### config.mk
export PLATFORM = sky130hd
export DESIGN_NAME = axi_lite_periph_bridge
export DESIGN_NICKNAME = d
export VERILOG_FILES = /design/src/rtl/axi_lite_periph_bridge.sv
export SDC_FILE = /design/constraint.sdc
export NUM_CORES = 1
export LEC_CHECK = 0
export BUFFER_PORTS_ARGS = -buffer_cell sky130_fd_sc_hd__buf_2
export CAP_MARGIN = 40
export CELL_PAD_IN_SITES_DETAIL_PLACEMENT = 2
export CELL_PAD_IN_SITES_GLOBAL_PLACEMENT = 2
export CORE_UTILIZATION = 24
export DETAILED_ROUTE_END_ITERATION = 16
export PLACE_DENSITY_LB_ADDON = 0.08
export SLEW_MARGIN = 20
export SYNTH_ARGS = -nofsm -noshare
export SYNTH_HDL_FRONTEND = slang
export SYNTH_SLANG_ARGS = --single-unit
export TNS_END_PERCENT = 30
### constraint.sdc
create_clock -name s_axi_aclk_i -period 2.7 [get_ports s_axi_aclk_i]
set_clock_uncertainty 0.05 [all_clocks]
set_input_delay 0.405 -clock s_axi_aclk_i [delete_from_list [all_inputs] [get_ports s_axi_aclk_i]]
set_output_delay 0.405 -clock s_axi_aclk_i [all_outputs]
set_load 0.05 [all_outputs]
### src/rtl/axi_lite_periph_bridge.sv
`timescale 1ns/1ps
// ----------------------------------------------------------------------------
// axi_lite_periph_bridge
//
// AXI4-Lite slave front-end for a memory-mapped peripheral core. Decodes a
// base/mask address window and serialises reads (AR) and writes (AW+W) onto
// a single one-cycle peripheral request strobe. Waits for the peripheral's
// done_i and returns RDATA/RRESP or BRESP. One transaction in flight at a time.
//
// Optional feature macro: AXI_BRIDGE_TIMEOUT_EN
//   defined   : WAIT-state counter; after TIMEOUT_CYC cycles without done_i the
//               request is aborted (abort_o pulse) and answered with SLVERR.
//   undefined : WAIT waits indefinitely, abort_o is tied low.
//
// Ports
//   s_axi_aclk_i, s_axi_aresetn_i   clock (rising edge), async active-low reset
//   s_axi_ar*/r*                    AXI4-Lite read address / read data channels
//   s_axi_aw*/w*/b*                 AXI4-Lite write address / data / response
//   req_valid_o, req_write_o        one-cycle request strobe, 1 = write
//   req_addr_o                      register offset (addr[REG_ADDR_W-1:0])
//   req_wdata_o, req_wstrb_o        write data and byte enables
//   done_i, err_i, rdata_i          peripheral completion, error, read data
//   abort_o                         one-cycle pulse on request timeout
//   busy_o                          high whenever the FSM is not idle
// ----------------------------------------------------------------------------
module axi_lite_periph_bridge #(
    parameter logic [31:0] BASE_ADDR   = 32'h2001_0000,
    parameter logic [31:0] ADDR_MASK   = 32'h0000_00FF,
    parameter int          DATA_W      = 32,
    parameter int          REG_ADDR_W  = 5,
    parameter int          TIMEOUT_CYC = 1024,
    parameter int          RD_PRIORITY = 0
) (
    input  logic                  s_axi_aclk_i,
    input  logic                  s_axi_aresetn_i,
    // AR channel
    input  logic [31:0]           s_axi_araddr_i,
    input  logic                  s_axi_arvalid_i,
    output logic                  s_axi_arready_o,
    // R channel
    output logic [DATA_W-1:0]     s_axi_rdata_o,
    output logic [1:0]            s_axi_rresp_o,
    output logic                  s_axi_rvalid_o,
    input  logic                  s_axi_rready_i,
    // AW channel
    input  logic [31:0]           s_axi_awaddr_i,
    input  logic                  s_axi_awvalid_i,
    output logic                  s_axi_awready_o,
    // W channel
    input  logic [DATA_W-1:0]     s_axi_wdata_i,
    input  logic [DATA_W/8-1:0]   s_axi_wstrb_i,
    input  logic                  s_axi_wvalid_i,
    output logic                  s_axi_wready_o,
    // B channel
    output logic [1:0]            s_axi_bresp_o,
    output logic                  s_axi_bvalid_o,
    input  logic                  s_axi_bready_i,
    // Peripheral request port
    output logic                  req_valid_o,
    output logic                  req_write_o,
    output logic [REG_ADDR_W-1:0] req_addr_o,
    output logic [DATA_W-1:0]     req_wdata_o,
    output logic [DATA_W/8-1:0]   req_wstrb_o,
    input  logic                  done_i,
    input  logic                  err_i,
    input  logic [DATA_W-1:0]     rdata_i,
    // Status
    output logic                  abort_o,
    output logic                  busy_o
);

    localparam int STRB_W = DATA_W / 8;

    localparam logic [2:0] ST_IDLE  = 3'd0;
    localparam logic [2:0] ST_ISSUE = 3'd1;
    localparam logic [2:0] ST_WAIT  = 3'd2;
    localparam logic [2:0] ST_RRESP = 3'd3;
    localparam logic [2:0] ST_BRESP = 3'd4;

    localparam logic [1:0] RESP_OKAY   = 2'b00;
    localparam logic [1:0] RESP_SLVERR = 2'b10;
    localparam logic [1:0] RESP_DECERR = 2'b11;

    // ------------------------------------------------------------------------
    // State
    // ------------------------------------------------------------------------
    logic [2:0]            state_q,    state_d;
    logic                  rr_last_q,  rr_last_d;   // 1 = last accepted was a write
    logic                  is_write_q, is_write_d;
    logic [REG_ADDR_W-1:0] addr_q,     addr_d;
    logic [DATA_W-1:0]     wdata_q,    wdata_d;
    logic [STRB_W-1:0]     wstrb_q,    wstrb_d;
    logic [DATA_W-1:0]     rdata_q,    rdata_d;
    logic [1:0]            rresp_q,    rresp_d;
    logic [1:0]            bresp_q,    bresp_d;
    logic                  rvalid_q,   rvalid_d;
    logic                  bvalid_q,   bvalid_d;

`ifdef AXI_BRIDGE_TIMEOUT_EN
    localparam int              TMO_W    = (TIMEOUT_CYC > 1) ? $clog2(TIMEOUT_CYC) : 1;
    localparam logic [TMO_W-1:0] TMO_LAST = TMO_W'(TIMEOUT_CYC - 1);

    logic [TMO_W-1:0] tmo_cnt_q, tmo_cnt_d;
    logic             abort_q,   abort_d;
`else
    // The timeout length only matters when the counter is built.
    logic unused_tmo;
    assign unused_tmo = |TIMEOUT_CYC;
`endif

    // ------------------------------------------------------------------------
    // Arbitration and address decode
    // ------------------------------------------------------------------------
    logic rd_pend, wr_pend;
    logic grant_rd, grant_wr;
    logic in_idle;
    logic accept_rd, accept_wr;
    logic ar_hit, aw_hit;

    // A write is only pending with both AW and W present, so the two are
    // always taken together in one accept cycle.
    assign rd_pend = s_axi_arvalid_i;
    assign wr_pend = s_axi_awvalid_i & s_axi_wvalid_i;

    // On contention: fixed read priority, or alternate against the type of
    // the most recently accepted transaction.
    assign grant_rd = rd_pend & (~wr_pend | (RD_PRIORITY != 0) | rr_last_q);
    assign grant_wr = wr_pend & ~grant_rd;

    // Readies are gated with the reset input so they drop asynchronously
    // together with the registered outputs.
    assign in_idle   = (state_q == ST_IDLE) & s_axi_aresetn_i;
    assign accept_rd = in_idle & grant_rd;
    assign accept_wr = in_idle & grant_wr;

    assign ar_hit = ((s_axi_araddr_i & ~ADDR_MASK) == BASE_ADDR);
    assign aw_hit = ((s_axi_awaddr_i & ~ADDR_MASK) == BASE_ADDR);

    // ------------------------------------------------------------------------
    // Next-state logic
    // ------------------------------------------------------------------------
    always_comb begin
        state_d    = state_q;
        rr_last_d  = rr_last_q;
        is_write_d = is_write_q;
        addr_d     = addr_q;
        wdata_d    = wdata_q;
        wstrb_d    = wstrb_q;
        rdata_d    = rdata_q;
        rresp_d    = rresp_q;
        bresp_d    = bresp_q;
        rvalid_d   = rvalid_q;
        bvalid_d   = bvalid_q;
`ifdef AXI_BRIDGE_TIMEOUT_EN
        tmo_cnt_d  = tmo_cnt_q;
        abort_d    = 1'b0;
`endif

        case (state_q)
            ST_IDLE: begin
                if (accept_rd) begin
                    rr_last_d  = 1'b0;
                    is_write_d = 1'b0;
                    addr_d     = s_axi_araddr_i[REG_ADDR_W-1:0];
                    wdata_d    = '0;
                    wstrb_d    = '0;
                    if (ar_hit) begin
                        state_d = ST_ISSUE;
                    end else begin
                        // Outside the window: answer directly, peripheral untouched.
                        state_d  = ST_RRESP;
                        rdata_d  = '0;
                        rresp_d  = RESP_DECERR;
                        rvalid_d = 1'b1;
                    end
                end else if (accept_wr) begin
                    rr_last_d  = 1'b1;
                    is_write_d = 1'b1;
                    addr_d     = s_axi_awaddr_i[REG_ADDR_W-1:0];
                    wdata_d    = s_axi_wdata_i;
                    wstrb_d    = s_axi_wstrb_i;
                    if (aw_hit) begin
                        state_d = ST_ISSUE;
                    end else begin
                        state_d  = ST_BRESP;
                        bresp_d  = RESP_DECERR;
                        bvalid_d = 1'b1;
                    end
                end
            end

            ST_ISSUE: begin
                state_d = ST_WAIT;
`ifdef AXI_BRIDGE_TIMEOUT_EN
                tmo_cnt_d = '0;
`endif
            end

            ST_WAIT: begin
                // done_i takes precedence over a timeout in the same cycle.
                if (done_i) begin
                    if (is_write_q) begin
                        state_d  = ST_BRESP;
                        bresp_d  = err_i ? RESP_SLVERR : RESP_OKAY;
                        bvalid_d = 1'b1;
                    end else begin
                        state_d  = ST_RRESP;
                        rdata_d  = rdata_i;
                        rresp_d  = err_i ? RESP_SLVERR : RESP_OKAY;
                        rvalid_d = 1'b1;
                    end
                end
`ifdef AXI_BRIDGE_TIMEOUT_EN
                else if (tmo_cnt_q == TMO_LAST) begin
                    abort_d = 1'b1;
                    if (is_write_q) begin
                        state_d  = ST_BRESP;
                        bresp_d  = RESP_SLVERR;
                        bvalid_d = 1'b1;
                    end else begin
                        state_d  = ST_RRESP;
                        rdata_d  = '0;
                        rresp_d  = RESP_SLVERR;
                        rvalid_d = 1'b1;
                    end
                end else begin
                    tmo_cnt_d = tmo_cnt_q + 1'b1;
                end
`endif
            end

            ST_RRESP: begin
                if (s_axi_rready_i) begin
                    rvalid_d = 1'b0;
                    state_d  = ST_IDLE;
                end
            end

            ST_BRESP: begin
                if (s_axi_bready_i) begin
                    bvalid_d = 1'b0;
                    state_d  = ST_IDLE;
                end
            end

            default: begin
                state_d  = ST_IDLE;
                rvalid_d = 1'b0;
                bvalid_d = 1'b0;
            end
        endcase
    end

    // ------------------------------------------------------------------------
    // Registers
    // ------------------------------------------------------------------------
    always_ff @(posedge s_axi_aclk_i or negedge s_axi_aresetn_i) begin
        if (!s_axi_aresetn_i) begin
            state_q    <= ST_IDLE;
            rr_last_q  <= 1'b1;
            is_write_q <= 1'b0;
            addr_q     <= '0;
            wdata_q    <= '0;
            wstrb_q    <= '0;
            rdata_q    <= '0;
            rresp_q    <= 2'b00;
            bresp_q    <= 2'b00;
            rvalid_q   <= 1'b0;
            bvalid_q   <= 1'b0;
        end else begin
            state_q    <= state_d;
            rr_last_q  <= rr_last_d;
            is_write_q <= is_write_d;
            addr_q     <= addr_d;
            wdata_q    <= wdata_d;
            wstrb_q    <= wstrb_d;
            rdata_q    <= rdata_d;
            rresp_q    <= rresp_d;
            bresp_q    <= bresp_d;
            rvalid_q   <= rvalid_d;
            bvalid_q   <= bvalid_d;
        end
    end

`ifdef AXI_BRIDGE_TIMEOUT_EN
    always_ff @(posedge s_axi_aclk_i or negedge s_axi_aresetn_i) begin
        if (!s_axi_aresetn_i) begin
            tmo_cnt_q <= '0;
            abort_q   <= 1'b0;
        end else begin
            tmo_cnt_q <= tmo_cnt_d;
            abort_q   <= abort_d;
        end
    end

    assign abort_o = abort_q;
`else
    assign abort_o = 1'b0;
`endif

    // ------------------------------------------------------------------------
    // Outputs
    // ------------------------------------------------------------------------
    assign s_axi_arready_o = accept_rd;
    assign s_axi_awready_o = accept_wr;
    assign s_axi_wready_o  = accept_wr;

    assign s_axi_rdata_o   = rdata_q;
    assign s_axi_rresp_o   = rresp_q;
    assign s_axi_rvalid_o  = rvalid_q;
    assign s_axi_bresp_o   = bresp_q;
    assign s_axi_bvalid_o  = bvalid_q;

    assign req_valid_o = (state_q == ST_ISSUE);
    assign req_write_o = is_write_q;
    assign req_addr_o  = addr_q;
    assign req_wdata_o = wdata_q;
    assign req_wstrb_o = wstrb_q;

    assign busy_o = (state_q != ST_IDLE);

endmodule
==> report_table.html, run 1 <==
<table>
<tr><th>Metric</th><th>Value</th></tr>
<tr><th colspan="2">Yosys</th></tr>
<tr><td>Ys flop type</td><td>dfrtp_1</td></tr>
<tr><td>Count of flip-flops with a built-in enable after synthesis</td><td>0</td></tr>
<tr><td>Post-Syn Instances</td><td>387</td></tr>
<tr><td>Proportion of register bits with asynchronous set or reset after synthesis</td><td>100%</td></tr>
<tr><td>Distinct cells, synth</td><td>41</td></tr>
<tr><td>Largest cells by area after synthesis</td><td>dfrtp_1, a22o_1, nand4_1</td></tr>
<tr><td>Number of nets produced by synthesis</td><td>528</td></tr>
<tr><td>Area share of the largest cell type after synthesis</td><td>53.9%</td></tr>
<tr><td>Library cell occupying the most area in the post-synthesis netlist</td><td>dfrtp_1</td></tr>
<tr><td>Avg Synthesized Cell Area</td><td>9.96 µm²</td></tr>
<tr><td>Mapped Area</td><td>3850 µm²</td></tr>
<tr><td>Sequential element share of the synthesized area</td><td>54.6%</td></tr>
<tr><td>Number of register bits inferred by synthesis</td><td>84</td></tr>
<tr><td>Number of warning messages in the yosys log</td><td>0</td></tr>
<tr><th colspan="2">Global route</th></tr>
<tr><td>Antenna violations before repair</td><td>1</td></tr>
<tr><td>Global-route wire length before repair</td><td>22700 µm</td></tr>
<tr><td>All-Layer GR Usage</td><td>approximately 18%</td></tr>
<tr><td>Maximum number of pins on one net before global-route repair</td><td>52</td></tr>
<tr><td>Vias in the first global route</td><td>4202</td></tr>
<tr><td>Overflow after GRT</td><td>0</td></tr>
<tr><th colspan="2">Setup path</th></tr>
<tr><td>Data required time at the worst endpoint</td><td>2250 ps</td></tr>
<tr><td>Critical path, cell by cell</td><td>nor3_4 &gt; buf_4 &gt; nand4_1 &gt; inv_1 &gt; buf_2</td></tr>
<tr><td>Max incr delay on CP</td><td>410 ps</td></tr>
<tr><td>Maximum fanout encountered on the critical timing path</td><td>34</td></tr>
<tr><td>Crit end category</td><td>output pin</td></tr>
<tr><td>Data arrival time of the critical path</td><td>1990 ps</td></tr>
<tr><td>Reg2Reg Setup Slack</td><td>710 ps</td></tr>
<tr><td>Classification of the worst setup path</td><td>flip-flop to output pin</td></tr>
<tr><td>Critical path's slowest cell</td><td>dfrtp_1</td></tr>
<tr><td>Critical Path Source Type</td><td>flip-flop</td></tr>
<tr><th colspan="2">Pwr</th></tr>
<tr><td>P per Cell Area</td><td>1370 nW/µm²</td></tr>
<tr><td>Worst VDD drop</td><td>roughly 0.00044 V</td></tr>
<tr><td>Design Power</td><td>approximately 0.0075 W</td></tr>
<tr><td>Static leakage</td><td>2.89 nW</td></tr>
<tr><th colspan="2">Routing</th></tr>
<tr><td>Antenna-violating nets left</td><td>0</td></tr>
<tr><td>Total wire length</td><td>about 15000 µm</td></tr>
<tr><td>DR vias/cell</td><td>just under 5</td></tr>
<tr><td>Number of optimization iterations in the first detailed-route pass</td><td>4</td></tr>
<tr><td>First-iteration detailed-routing DRC count</td><td>111</td></tr>
<tr><td>Routed wirelength normalized by instance count</td><td>around 18 µm</td></tr>
<tr><td>Count of vias placed by the detailed router</td><td>3970</td></tr>
<tr><td>Number of remaining DRC errors</td><td>0</td></tr>
<tr><th colspan="2">Placement</th></tr>
<tr><td>Post-placement cell count</td><td>796</td></tr>
<tr><td>Hpwl dp</td><td>between 10000 and 15000 µm</td></tr>
<tr><td>Placed cell area</td><td>5180 µm²</td></tr>
<tr><td>Count of input and output buffers</td><td>~220</td></tr>
<tr><td>Placer Congestion</td><td>0.700</td></tr>
<tr><th colspan="2">Timing</th></tr>
<tr><td>Period utilization</td><td>about nine tenths</td></tr>
<tr><td>Maximum clock rate</td><td>409 MHz</td></tr>
<tr><td>RSZ-0062 raised after global routing</td><td>false</td></tr>
<tr><td>Worst-margin pin slew</td><td>677 ps</td></tr>
<tr><td>Summed negative setup slack over all endpoints</td><td>0 ps</td></tr>
<tr><td>Pins over their slew limit</td><td>0</td></tr>
<tr><td>Hold violation count in the final report</td><td>0</td></tr>
<tr><td>Setup-violating endpoint count in the final report</td><td>0</td></tr>
<tr><td>Min cycle time layout</td><td>2440 ps</td></tr>
<tr><td>Rel. slew slack</td><td>between 50% and 60%</td></tr>
<tr><th colspan="2">CTS</th></tr>
<tr><td>TritonCTS clock tree</td><td>built</td></tr>
<tr><td>Root buffer selected by CTS</td><td>clkbuf_16</td></tr>
<tr><td>Worst-skew pair later-pin latency</td><td>340 ps</td></tr>
<tr><td>Depth of the CTS H-tree</td><td>3</td></tr>
<tr><td>Bufs on Longest Clock Path</td><td>2</td></tr>
<tr><td>Number of buffers created by CTS</td><td>9</td></tr>
<tr><td>Clock-pin slew reported for the worst setup and hold paths after clock tree synthesis</td><td>70 ps</td></tr>
<tr><td>Num Clock Sinks</td><td>84</td></tr>
<tr><th colspan="2">Die</th></tr>
<tr><td>Floorplan row count</td><td>45</td></tr>
<tr><td>Height of the chip</td><td>around 130 µm</td></tr>
<tr><td>Number of top-level pins</td><td>227</td></tr>
<tr><td>Chip width</td><td>129 µm</td></tr>
<tr><td>Initial core utilization</td><td>25.0%</td></tr>
<tr><td>Area of the die</td><td>16600 µm²</td></tr>
<tr><td>Core ar.</td><td>between 15000 and 20000 µm²</td></tr>
<tr><th colspan="2">Finish</th></tr>
<tr><td>Design area</td><td>5480 µm²</td></tr>
<tr><td>Area added between synthesis and finish</td><td>42.2%</td></tr>
<tr><td>Share of layout cells above drive strength 1</td><td>42.9%</td></tr>
<tr><td>Post-layout nets</td><td>738</td></tr>
<tr><td>Final non-filler cell total</td><td>814</td></tr>
<tr><th colspan="2">Hold path</th></tr>
<tr><td>Worst min path class</td><td>input pin to flip-flop</td></tr>
<tr><th colspan="2">Outcome</th></tr>
<tr><td>Run status</td><td>complete, no violations</td></tr>
<tr><th colspan="2">Job</th></tr>
<tr><td>Max-cap check violation count</td><td>0</td></tr>
</table>
-- cells by family after synthesis --
family	after synthesis	synth area share (%)
simple gates	157	21.4
other cells	1	0.0973
mux	5	1.30
compound gates	97	17.9
buf+inv	43	4.80
flops	84	54.6
-- registers in the layout, indices dropped and copies added, names as in the netlist --
signal,cells
req_addr_o,5
rr_last_q,1
state_q,3
s_axi_rresp_o,2
s_axi_rvalid_o,1
req_wdata_o,32
req_write_o,1
req_wstrb_o,4
s_axi_rdata_o,32
s_axi_bvalid_o,1
s_axi_bresp_o,2
-- routing by layer --
metal | wire (µm) | vias up | share of wire, % | GRT usage, %
met5 | 0 | - | 0 | 0
met4 | 185 | 0 | 1.3 | 6.64
met3 | 890 | 13 | 6.1 | 4.41
met2 | 7450 | 119 | 51 | 31.5
met1 | 6160 | 1989 | 42 | 21.3
li1 | - | 1849 | - | -
-- worst max-delay path: cells and delay by family (launching register included) --
| kind | cells | cell delay, ps |
|---|---|---|
| AND/OR/NAND/NOR | 2 | 470 |
| flip-flops | 1 | 410 |
| buffers and inverters | 3 | 750 |
-- stage by stage --
step                setup slack (ps)  util (%)  hold WS (ps)
detailed placement               607      33.6           166
CTS                              200      35.5           209
floorplan                        244         -          59.4
global route                     140      35.5           224
finish                           257      35.5           219
global placement                 619      33.6           170
-- layout make-up --
type,instances,area (µm²)
clock inverters,7,66.3
well taps,211,264
diodes,1,2.50
flip-flops and latches,84,2100
repair buffers,235,1220
multi-input cells,260,1570
inverters,7,26.3
fillers,1805,9950
clock buffers,9,225
-- cell usage after synthesis, types with 5 or more instances --
cell and n:
a21oi_1 10, a22o_1 36, buf_2 10, clkbuf_1 23
dfrtp_1 83, inv_1 6, mux2i_1 5, nand2_1 42
nand3_1 33, nand4_1 34, nor2_1 18, nor4_1 9
o21ai_0 35
-- layout by cell type (no fill, tap or decap), types with 2 or more instances in the layout --
cell | synthesis | routed
o21ai_0 | 35 | 35
clkbuf_16 | 0 | 9
buf_2 | 10 | 218
nor3_1 | 3 | 3
nor4b_1 | 4 | 4
dfrtp_1 | 83 | 83
a22o_1 | 36 | 36
inv_8 | 0 | 3
mux2i_1 | 5 | 5
nor2_1 | 18 | 17
clkinvlp_4 | 0 | 2
nor4_1 | 9 | 9
a21oi_1 | 10 | 10
a21o_1 | 4 | 4
nand2_1 | 42 | 42
nand3b_1 | 4 | 4
inv_1 | 6 | 6
buf_4 | 3 | 16
nand4_1 | 34 | 34
nand3_1 | 33 | 33
nand2b_1 | 2 | 2
and4_1 | 2 | 2
-- report_power, final --
group | internal (W) | switching (W) | total [W]
combinational | 0.000996 | 0.00315 | 0.00414
clock | 0.000648 | 0.000590 | 0.00124
sequential | 0.00180 | 0.000350 | 0.00215
total | 0.00345 | 0.00409 | 0.00753
-- worst paths after layout --
check / to / start / depth (start not counted)
min: s_axi_rdata_o[6] / rdata_i[6] / 3
max reg2reg: s_axi_rresp_o[0] / state_q[2] / 6
min in group asynchronous: s_axi_rresp_o[1] / s_axi_aresetn_i / 2
min reg2reg: req_wdata_o[5] / req_wdata_o[5] / 1
max: s_axi_arready_o / state_q[2] / 5
max in group asynchronous: req_write_o / s_axi_aresetn_i / 4
-- repair_timing --
action | in CTS | in global routing
hold endpoints to repair | 1 | 0
setup buffers | 0 | 0
gates resized for setup | 0 | 0
hold buffers | 1 | 0
(Power assumes the default switching activity.)
==> inputs of run 2 (changes only) <==
Settings changed: CORE_ASPECT_RATIO set to 0.8.
==> report_table.html, run 2 (synthesis results as in run 1) <==
<table>
<tr><th>Metric</th><th>Value</th></tr>
<tr><th colspan="2">Outcome</th></tr>
<tr><td>Run status</td><td>complete, no violations</td></tr>
<tr><th colspan="2">Finish</th></tr>
<tr><td>Post-layout nets</td><td>737</td></tr>
<tr><td>Final standard cell utilization of the core</td><td>35.0%</td></tr>
<tr><td>Commonest non-fill, non-tap cell in the layout</td><td>buf_2</td></tr>
<tr><td>Share of layout cells above drive strength 1</td><td>42.8%</td></tr>
<tr><td>Diodes inserted</td><td>0</td></tr>
<tr><td>Highest-count cells in the layout ignoring fill and taps</td><td>buf_2, dfrtp_1, nand2_1, a22o_1, o21ai_0</td></tr>
<tr><td>Area added between synthesis and finish</td><td>42.9%</td></tr>
<tr><th colspan="2">Setup path</th></tr>
<tr><td>Depth of the worst register-to-register path</td><td>6</td></tr>
<tr><td>Launch point of the worst reg-to-reg path</td><td>state_q[2]</td></tr>
<tr><td>Max incr delay on CP</td><td>~530 ps</td></tr>
<tr><td>Data arrival time of the critical path</td><td>1890 ps</td></tr>
<tr><td>Critical path's slowest cell</td><td>dlygate4sd3_1</td></tr>
<tr><td>Buf/Inv on CP</td><td>4</td></tr>
<tr><td>Crit end category</td><td>output pin</td></tr>
<tr><td>Critical path's top delay family</td><td>buffers and inverters</td></tr>
<tr><td>Data required time at the worst endpoint</td><td>2250 ps</td></tr>
<tr><td>CP Depth</td><td>5</td></tr>
<tr><td>Critical path, cell by cell</td><td>dlygate4sd3_1 &gt; buf_4 &gt; inv_1 &gt; a2111oi_4 &gt; buf_2</td></tr>
<tr><td>Reg2Reg Setup Slack</td><td>about 630 ps</td></tr>
<tr><td>Critical Path Source Type</td><td>input pin</td></tr>
<tr><td>Classification of the worst setup path</td><td>input pin to output pin</td></tr>
<tr><td>Maximum fanout encountered on the critical timing path</td><td>12</td></tr>
<tr><td>Reg-to-Reg End</td><td>s_axi_bvalid_o</td></tr>
<tr><th colspan="2">Pwr</th></tr>
<tr><td>Worst VDD drop</td><td>0.000372 V</td></tr>
<tr><td>Design Power</td><td>0.00753 W</td></tr>
<tr><td>Static leakage</td><td>2.90 nW</td></tr>
<tr><td>P per Cell Area</td><td>~1400 nW/µm²</td></tr>
<tr><th colspan="2">CTS</th></tr>
<tr><td>Number of gates given a new drive strength after cts</td><td>0</td></tr>
<tr><td>Depth of the CTS H-tree</td><td>3</td></tr>
<tr><td>Bufs on Longest Clock Path</td><td>2</td></tr>
<tr><td>TritonCTS clock tree</td><td>built</td></tr>
<tr><td>Clock-pin slew reported for the worst setup and hold paths after clock tree synthesis</td><td>approximately 70 ps</td></tr>
<tr><td>Root buffer selected by CTS</td><td>clkbuf_16</td></tr>
<tr><td>Number of buffers created by CTS</td><td>9</td></tr>
<tr><td>Worst-skew pair later-pin latency</td><td>340 ps</td></tr>
<tr><td>Num Clock Sinks</td><td>between 80 and 90</td></tr>
<tr><th colspan="2">Global route</th></tr>
<tr><td>Antenna violations before repair</td><td>0</td></tr>
<tr><td>Overflow after GRT</td><td>0</td></tr>
<tr><td>All-Layer GR Usage</td><td>around 18%</td></tr>
<tr><td>GR met3 Demand/Resource</td><td>5.71%</td></tr>
<tr><td>Global-route wire length before repair</td><td>23100 µm</td></tr>
<tr><td>Maximum number of pins on one net before global-route repair</td><td>40</td></tr>
<tr><td>Grt met2 use</td><td>31.2%</td></tr>
<tr><td>Fraction of met1 tracks used by global routing</td><td>22.1%</td></tr>
<tr><td>Grt peak-use layer</td><td>met2</td></tr>
<tr><td>Vias in the first global route</td><td>4272</td></tr>
<tr><th colspan="2">Routing</th></tr>
<tr><td>Routed wirelength normalized by instance count</td><td>between 15 and 20 µm</td></tr>
<tr><td>Number of remaining DRC errors</td><td>0</td></tr>
<tr><td>First-iteration detailed-routing DRC count</td><td>129</td></tr>
<tr><td>Number of optimization iterations in the first detailed-route pass</td><td>4</td></tr>
<tr><td>Count of vias placed by the detailed router</td><td>3955</td></tr>
<tr><td>DR vias/cell</td><td>approximately 4.8</td></tr>
<tr><td>Antenna-violating nets left</td><td>0</td></tr>
<tr><td>Total wire length</td><td>14900 µm</td></tr>
<tr><th colspan="2">Timing</th></tr>
<tr><td>RSZ-0062 raised after global routing</td><td>false</td></tr>
<tr><td>Period utilization</td><td>87.0%</td></tr>
<tr><td>Setup-violating endpoint count in the final report</td><td>0</td></tr>
<tr><td>Pins over their slew limit</td><td>0</td></tr>
<tr><td>Summed negative setup slack over all endpoints</td><td>0 ps</td></tr>
<tr><td>Min cycle time layout</td><td>2350 ps</td></tr>
<tr><td>Rel. slew slack</td><td>58.6%</td></tr>
<tr><td>Worst Hold Margin</td><td>222 ps</td></tr>
<tr><td>Worst-margin pin slew</td><td>622 ps</td></tr>
<tr><td>Maximum clock rate</td><td>about 430 MHz</td></tr>
<tr><td>Hold violation count in the final report</td><td>0</td></tr>
<tr><th colspan="2">Hold path</th></tr>
<tr><td>Worst min path class</td><td>input pin to flip-flop</td></tr>
<tr><td>Start point of the worst min-delay path</td><td>rdata_i[23]</td></tr>
<tr><td>Worst hold path endpoint</td><td>s_axi_rdata_o[23]</td></tr>
<tr><td>Worst Hold Depth</td><td>3</td></tr>
<tr><th colspan="2">Job</th></tr>
<tr><td>Max-cap check violation count</td><td>0</td></tr>
<tr><th colspan="2">Die</th></tr>
<tr><td>Area of the die</td><td>roughly 17000 µm²</td></tr>
<tr><td>Number of top-level pins</td><td>about 230</td></tr>
<tr><td>Initial core utilization</td><td>approximately a quarter</td></tr>
<tr><td>Core ar.</td><td>15700 µm²</td></tr>
<tr><td>Height of the chip</td><td>115 µm</td></tr>
<tr><td>Chip width</td><td>144 µm</td></tr>
<tr><td>Floorplan row count</td><td>41</td></tr>
<tr><th colspan="2">Placement</th></tr>
<tr><td>Hpwl dp</td><td>10600 µm</td></tr>
<tr><td>Count of input and output buffers</td><td>around 220</td></tr>
<tr><td>Placer Congestion</td><td>~0.74</td></tr>
</table>
## run 2: worst max-delay path by stage
stage | start | to | slack [ps]
after global placement | s_axi_araddr_i[27] | s_axi_rresp_o[1] | 670
after detailed placement | s_axi_araddr_i[9] | s_axi_rresp_o[1] | 610
after CTS | s_axi_aresetn_i | s_axi_awready_o | 330
final | s_axi_aresetn_i | s_axi_awready_o | 350
after global routing | s_axi_aresetn_i | s_axi_wready_o | 240
after floorplan | state_q[2] | s_axi_wready_o | 240
## run 2: tightest hold or removal path, cell delays in order
cell     delay [ps]
buf_2            80
nand2_1          40
nand3_1          70
## run 2: layout make-up
type | count | area, µm²
Clock inverter | 7 | 60.1
Inverter | 7 | 26.3
Clock buffer | 9 | 225
Timing Repair Buffer | 234 | 1250
Tap cell | 215 | 269
Sequential cell | 84 | 2100
Fill cell | 1787 | 10200
Multi-Input combinational cell | 260 | 1570
## run 2: metrics by stage
| step | instances | setup slack [ps] | area, µm² |
|---|---|---|---|
| detailed placement | 799 | 607 | 5210 |
| global route | 816 | 244 | 5510 |
| finish | 816 | 352 | 5510 |
| CTS | 816 | 327 | 5510 |
| global placement | 798 | 666 | 5190 |
| floorplan | 387 | 244 | 3850 |
## run 2: power by group
group	switching, W	internal, W	total, W
Sequential	0.000361	0.00180	0.00216
Combinational	0.00316	0.000996	0.00416
Clock	0.000569	0.000637	0.00121
Total	0.00409	0.00344	0.00753
## run 2: repair_timing
item                      in CTS  in global routing
hold buffers                   1                  0
hold endpoints to repair       8                  0
setup buffers                  0                  0
## run 2: per-layer routing
metal / vias up / share of wire [%]
met5: - / 0
met4: 0 / 1.2
met3: 13 / 6.7
met2: 115 / 48
met1: 1988 / 44
li1: 1839 / -
==> inputs of run 3 (changes only) <==
Settings changed: REMOVE_ABC_BUFFERS set to 1.
==> report_table.html, run 3 (synthesis results as in run 1) <==
<table>
<tr><th>Metric</th><th>Value</th></tr>
<tr><th colspan="2">Timing</th></tr>
<tr><td>Summed negative setup slack over all endpoints</td><td>0 ps</td></tr>
<tr><td>Rel. slew slack</td><td>54.6%</td></tr>
<tr><td>Worst-margin pin slew</td><td>around 680 ps</td></tr>
<tr><td>Maximum clock rate</td><td>394 MHz</td></tr>
<tr><td>Setup-violating endpoint count in the final report</td><td>0</td></tr>
<tr><td>Pins over their slew limit</td><td>0</td></tr>
<tr><td>RSZ-0062 raised after global routing</td><td>false</td></tr>
<tr><td>Period utilization</td><td>93.9%</td></tr>
<tr><td>Min cycle time layout</td><td>2540 ps</td></tr>
<tr><td>Hold violation count in the final report</td><td>0</td></tr>
<tr><td>Final WS setup</td><td>165 ps</td></tr>
<tr><th colspan="2">Finish</th></tr>
<tr><td>Commonest non-fill, non-tap cell in the layout</td><td>buf_2</td></tr>
<tr><td>Final standard cell utilization of the core</td><td>roughly a third</td></tr>
<tr><td>Post-layout nets</td><td>739</td></tr>
<tr><td>Area taken by multi-input logic gates</td><td>1570 µm²</td></tr>
<tr><td>Area added between synthesis and finish</td><td>43.4%</td></tr>
<tr><td>FF+latch area</td><td>2100 µm²</td></tr>
<tr><td>Final non-filler cell total</td><td>818</td></tr>
<tr><td>Share of layout cells above drive strength 1</td><td>43.1%</td></tr>
<tr><td>Total of fill cells in the finished design</td><td>1795</td></tr>
<tr><td>Highest-count cells in the layout ignoring fill and taps</td><td>buf_2, dfrtp_1, nand2_1, a22o_1, o21ai_0</td></tr>
<tr><td>Diodes inserted</td><td>0</td></tr>
<tr><th colspan="2">Setup path</th></tr>
<tr><td>Maximum fanout encountered on the critical timing path</td><td>34</td></tr>
<tr><td>Classification of the worst setup path</td><td>flip-flop to output pin</td></tr>
<tr><td>Crit end category</td><td>output pin</td></tr>
<tr><td>Reg-to-Reg End</td><td>s_axi_bvalid_o</td></tr>
<tr><td>Reg2Reg Setup Slack</td><td>650 ps</td></tr>
<tr><td>Critical Path Source Type</td><td>flip-flop</td></tr>
<tr><td>Depth of the worst register-to-register path</td><td>6</td></tr>
<tr><td>Data arrival time of the critical path</td><td>roughly 2100 ps</td></tr>
<tr><td>Data required time at the worst endpoint</td><td>2250 ps</td></tr>
<tr><td>Launch point of the worst reg-to-reg path</td><td>state_q[2]</td></tr>
<tr><th colspan="2">Global route</th></tr>
<tr><td>Antenna violations before repair</td><td>1</td></tr>
<tr><td>Maximum number of pins on one net before global-route repair</td><td>53</td></tr>
<tr><td>All-Layer GR Usage</td><td>about 17%</td></tr>
<tr><td>Overflow after GRT</td><td>0</td></tr>
<tr><td>Global-route wire length before repair</td><td>21900 µm</td></tr>
<tr><td>Vias in the first global route</td><td>4199</td></tr>
<tr><th colspan="2">CTS</th></tr>
<tr><td>Number of gates given a new drive strength after cts</td><td>0</td></tr>
<tr><td>Number of buffers created by CTS</td><td>9</td></tr>
<tr><td>Clock-pin slew reported for the worst setup and hold paths after clock tree synthesis</td><td>70 ps</td></tr>
<tr><td>Worst-skew pair later-pin latency</td><td>350 ps</td></tr>
<tr><td>Hold-fix buffers at CTS</td><td>0</td></tr>
<tr><td>Depth of the CTS H-tree</td><td>3</td></tr>
<tr><td>Bufs on Longest Clock Path</td><td>2</td></tr>
<tr><td>Num Clock Sinks</td><td>84</td></tr>
<tr><td>TritonCTS clock tree</td><td>built</td></tr>
<tr><td>Root buffer selected by CTS</td><td>clkbuf_16</td></tr>
<tr><td>Post-CTS setup buffers</td><td>0</td></tr>
<tr><th colspan="2">Die</th></tr>
<tr><td>Floorplan row count</td><td>41</td></tr>
<tr><td>Area of the die</td><td>16600 µm²</td></tr>
<tr><td>Number of top-level pins</td><td>approximately 230</td></tr>
<tr><td>Initial core utilization</td><td>24.5%</td></tr>
<tr><td>Core ar.</td><td>15700 µm²</td></tr>
<tr><td>Chip width</td><td>144 µm</td></tr>
<tr><td>Height of the chip</td><td>approximately 120 µm</td></tr>
<tr><th colspan="2">Placement</th></tr>
<tr><td>Hpwl dp</td><td>10200 µm</td></tr>
<tr><td>Count of input and output buffers</td><td>approximately 220</td></tr>
<tr><td>Setup Slack @ Placement</td><td>509 ps</td></tr>
<tr><td>Post-placement cell count</td><td>roughly 800</td></tr>
<tr><td>Placer Congestion</td><td>around 0.70</td></tr>
<tr><th colspan="2">Pwr</th></tr>
<tr><td>Static leakage</td><td>2.91 nW</td></tr>
<tr><td>P per Cell Area</td><td>1370 nW/µm²</td></tr>
<tr><td>Worst VDD drop</td><td>0.000358 V</td></tr>
<tr><th colspan="2">Routing</th></tr>
<tr><td>Total wire length</td><td>14200 µm</td></tr>
<tr><td>Routed wirelength normalized by instance count</td><td>17.3 µm</td></tr>
<tr><td>Number of optimization iterations in the first detailed-route pass</td><td>4</td></tr>
<tr><td>First-iteration detailed-routing DRC count</td><td>119</td></tr>
<tr><td>Antenna-violating nets left</td><td>0</td></tr>
<tr><td>Number of remaining DRC errors</td><td>0</td></tr>
<tr><td>Count of vias placed by the detailed router</td><td>3954</td></tr>
<tr><td>DR vias/cell</td><td>approximately 4.8</td></tr>
<tr><th colspan="2">Hold path</th></tr>
<tr><td>Worst min path class</td><td>input pin to async pin</td></tr>
<tr><th colspan="2">Outcome</th></tr>
<tr><td>Run status</td><td>complete, no violations</td></tr>
<tr><th colspan="2">Job</th></tr>
<tr><td>Max-cap check violation count</td><td>0</td></tr>
</table>
==> run 3: final cells by class <==
class / count / share of cell area (%)
Clock inverter: 7 / 1.47
Timing Repair Buffer: 236 / 22.6
Multi-Input combinational cell: 260 / 28.4
Tap cell: 215 / 4.87
Sequential cell: 84 / 38.0
Inverter: 7 / 0.475
Clock buffer: 9 / 4.07
==> run 3: how the worst max path moves through the flow <==
| stage | depth (start not counted) | slack (ps) | endpoint | from |
|---|---|---|---|---|
| after floorplan | 5 | -1510 | s_axi_bvalid_o | state_q[2] |
| final | 6 | 160 | s_axi_arready_o | state_q[2] |
| after CTS | 6 | 110 | s_axi_arready_o | state_q[2] |
| after detailed placement | 6 | 510 | s_axi_arready_o | state_q[2] |
| after global routing | 6 | 30 | s_axi_arready_o | state_q[2] |
| after global placement | 6 | 550 | s_axi_arready_o | state_q[2] |
==> run 3: power breakdown <==
group	switching [W]	internal, W
clock network	0.000556	0.000730
logic	0.00312	0.000996
registers	0.000377	0.00180
==> run 3: worst max-delay path, cell delays in order, from the launching register on <==
cell and delay [ps]:
dfrtp_1 410, nor3_4 230, buf_4 410, nand4_1 150
buf_4 220, inv_1 60, buf_2 250
==> run 3: routing by layer <==
| metal | vias up | global-route usage (%) | wire (µm) | part of all wire, % |
|---|---|---|---|---|
| met2 | 122 | 30.5 | 7230 | 51 |
| met3 | 14 | 4.62 | 799 | 5.6 |
| met5 | - | 0 | 17 | 0.12 |
| li1 | 1847 | - | - | - |
| met4 | 2 | 3.83 | 126 | 0.89 |
| met1 | 1969 | 21.2 | 6010 | 42 |
==> run 3: through the flow <==
step	total power [W]	hold WS, ps	area (µm²)
final	0.00758	67.2	5530
after floorplan	0.00504	59.4	3700
after global placement	0.00627	429	5220
after global routing	0.00802	91.0	5530
after CTS	0.00770	77.2	5530
after detailed placement	0.00637	426	5220
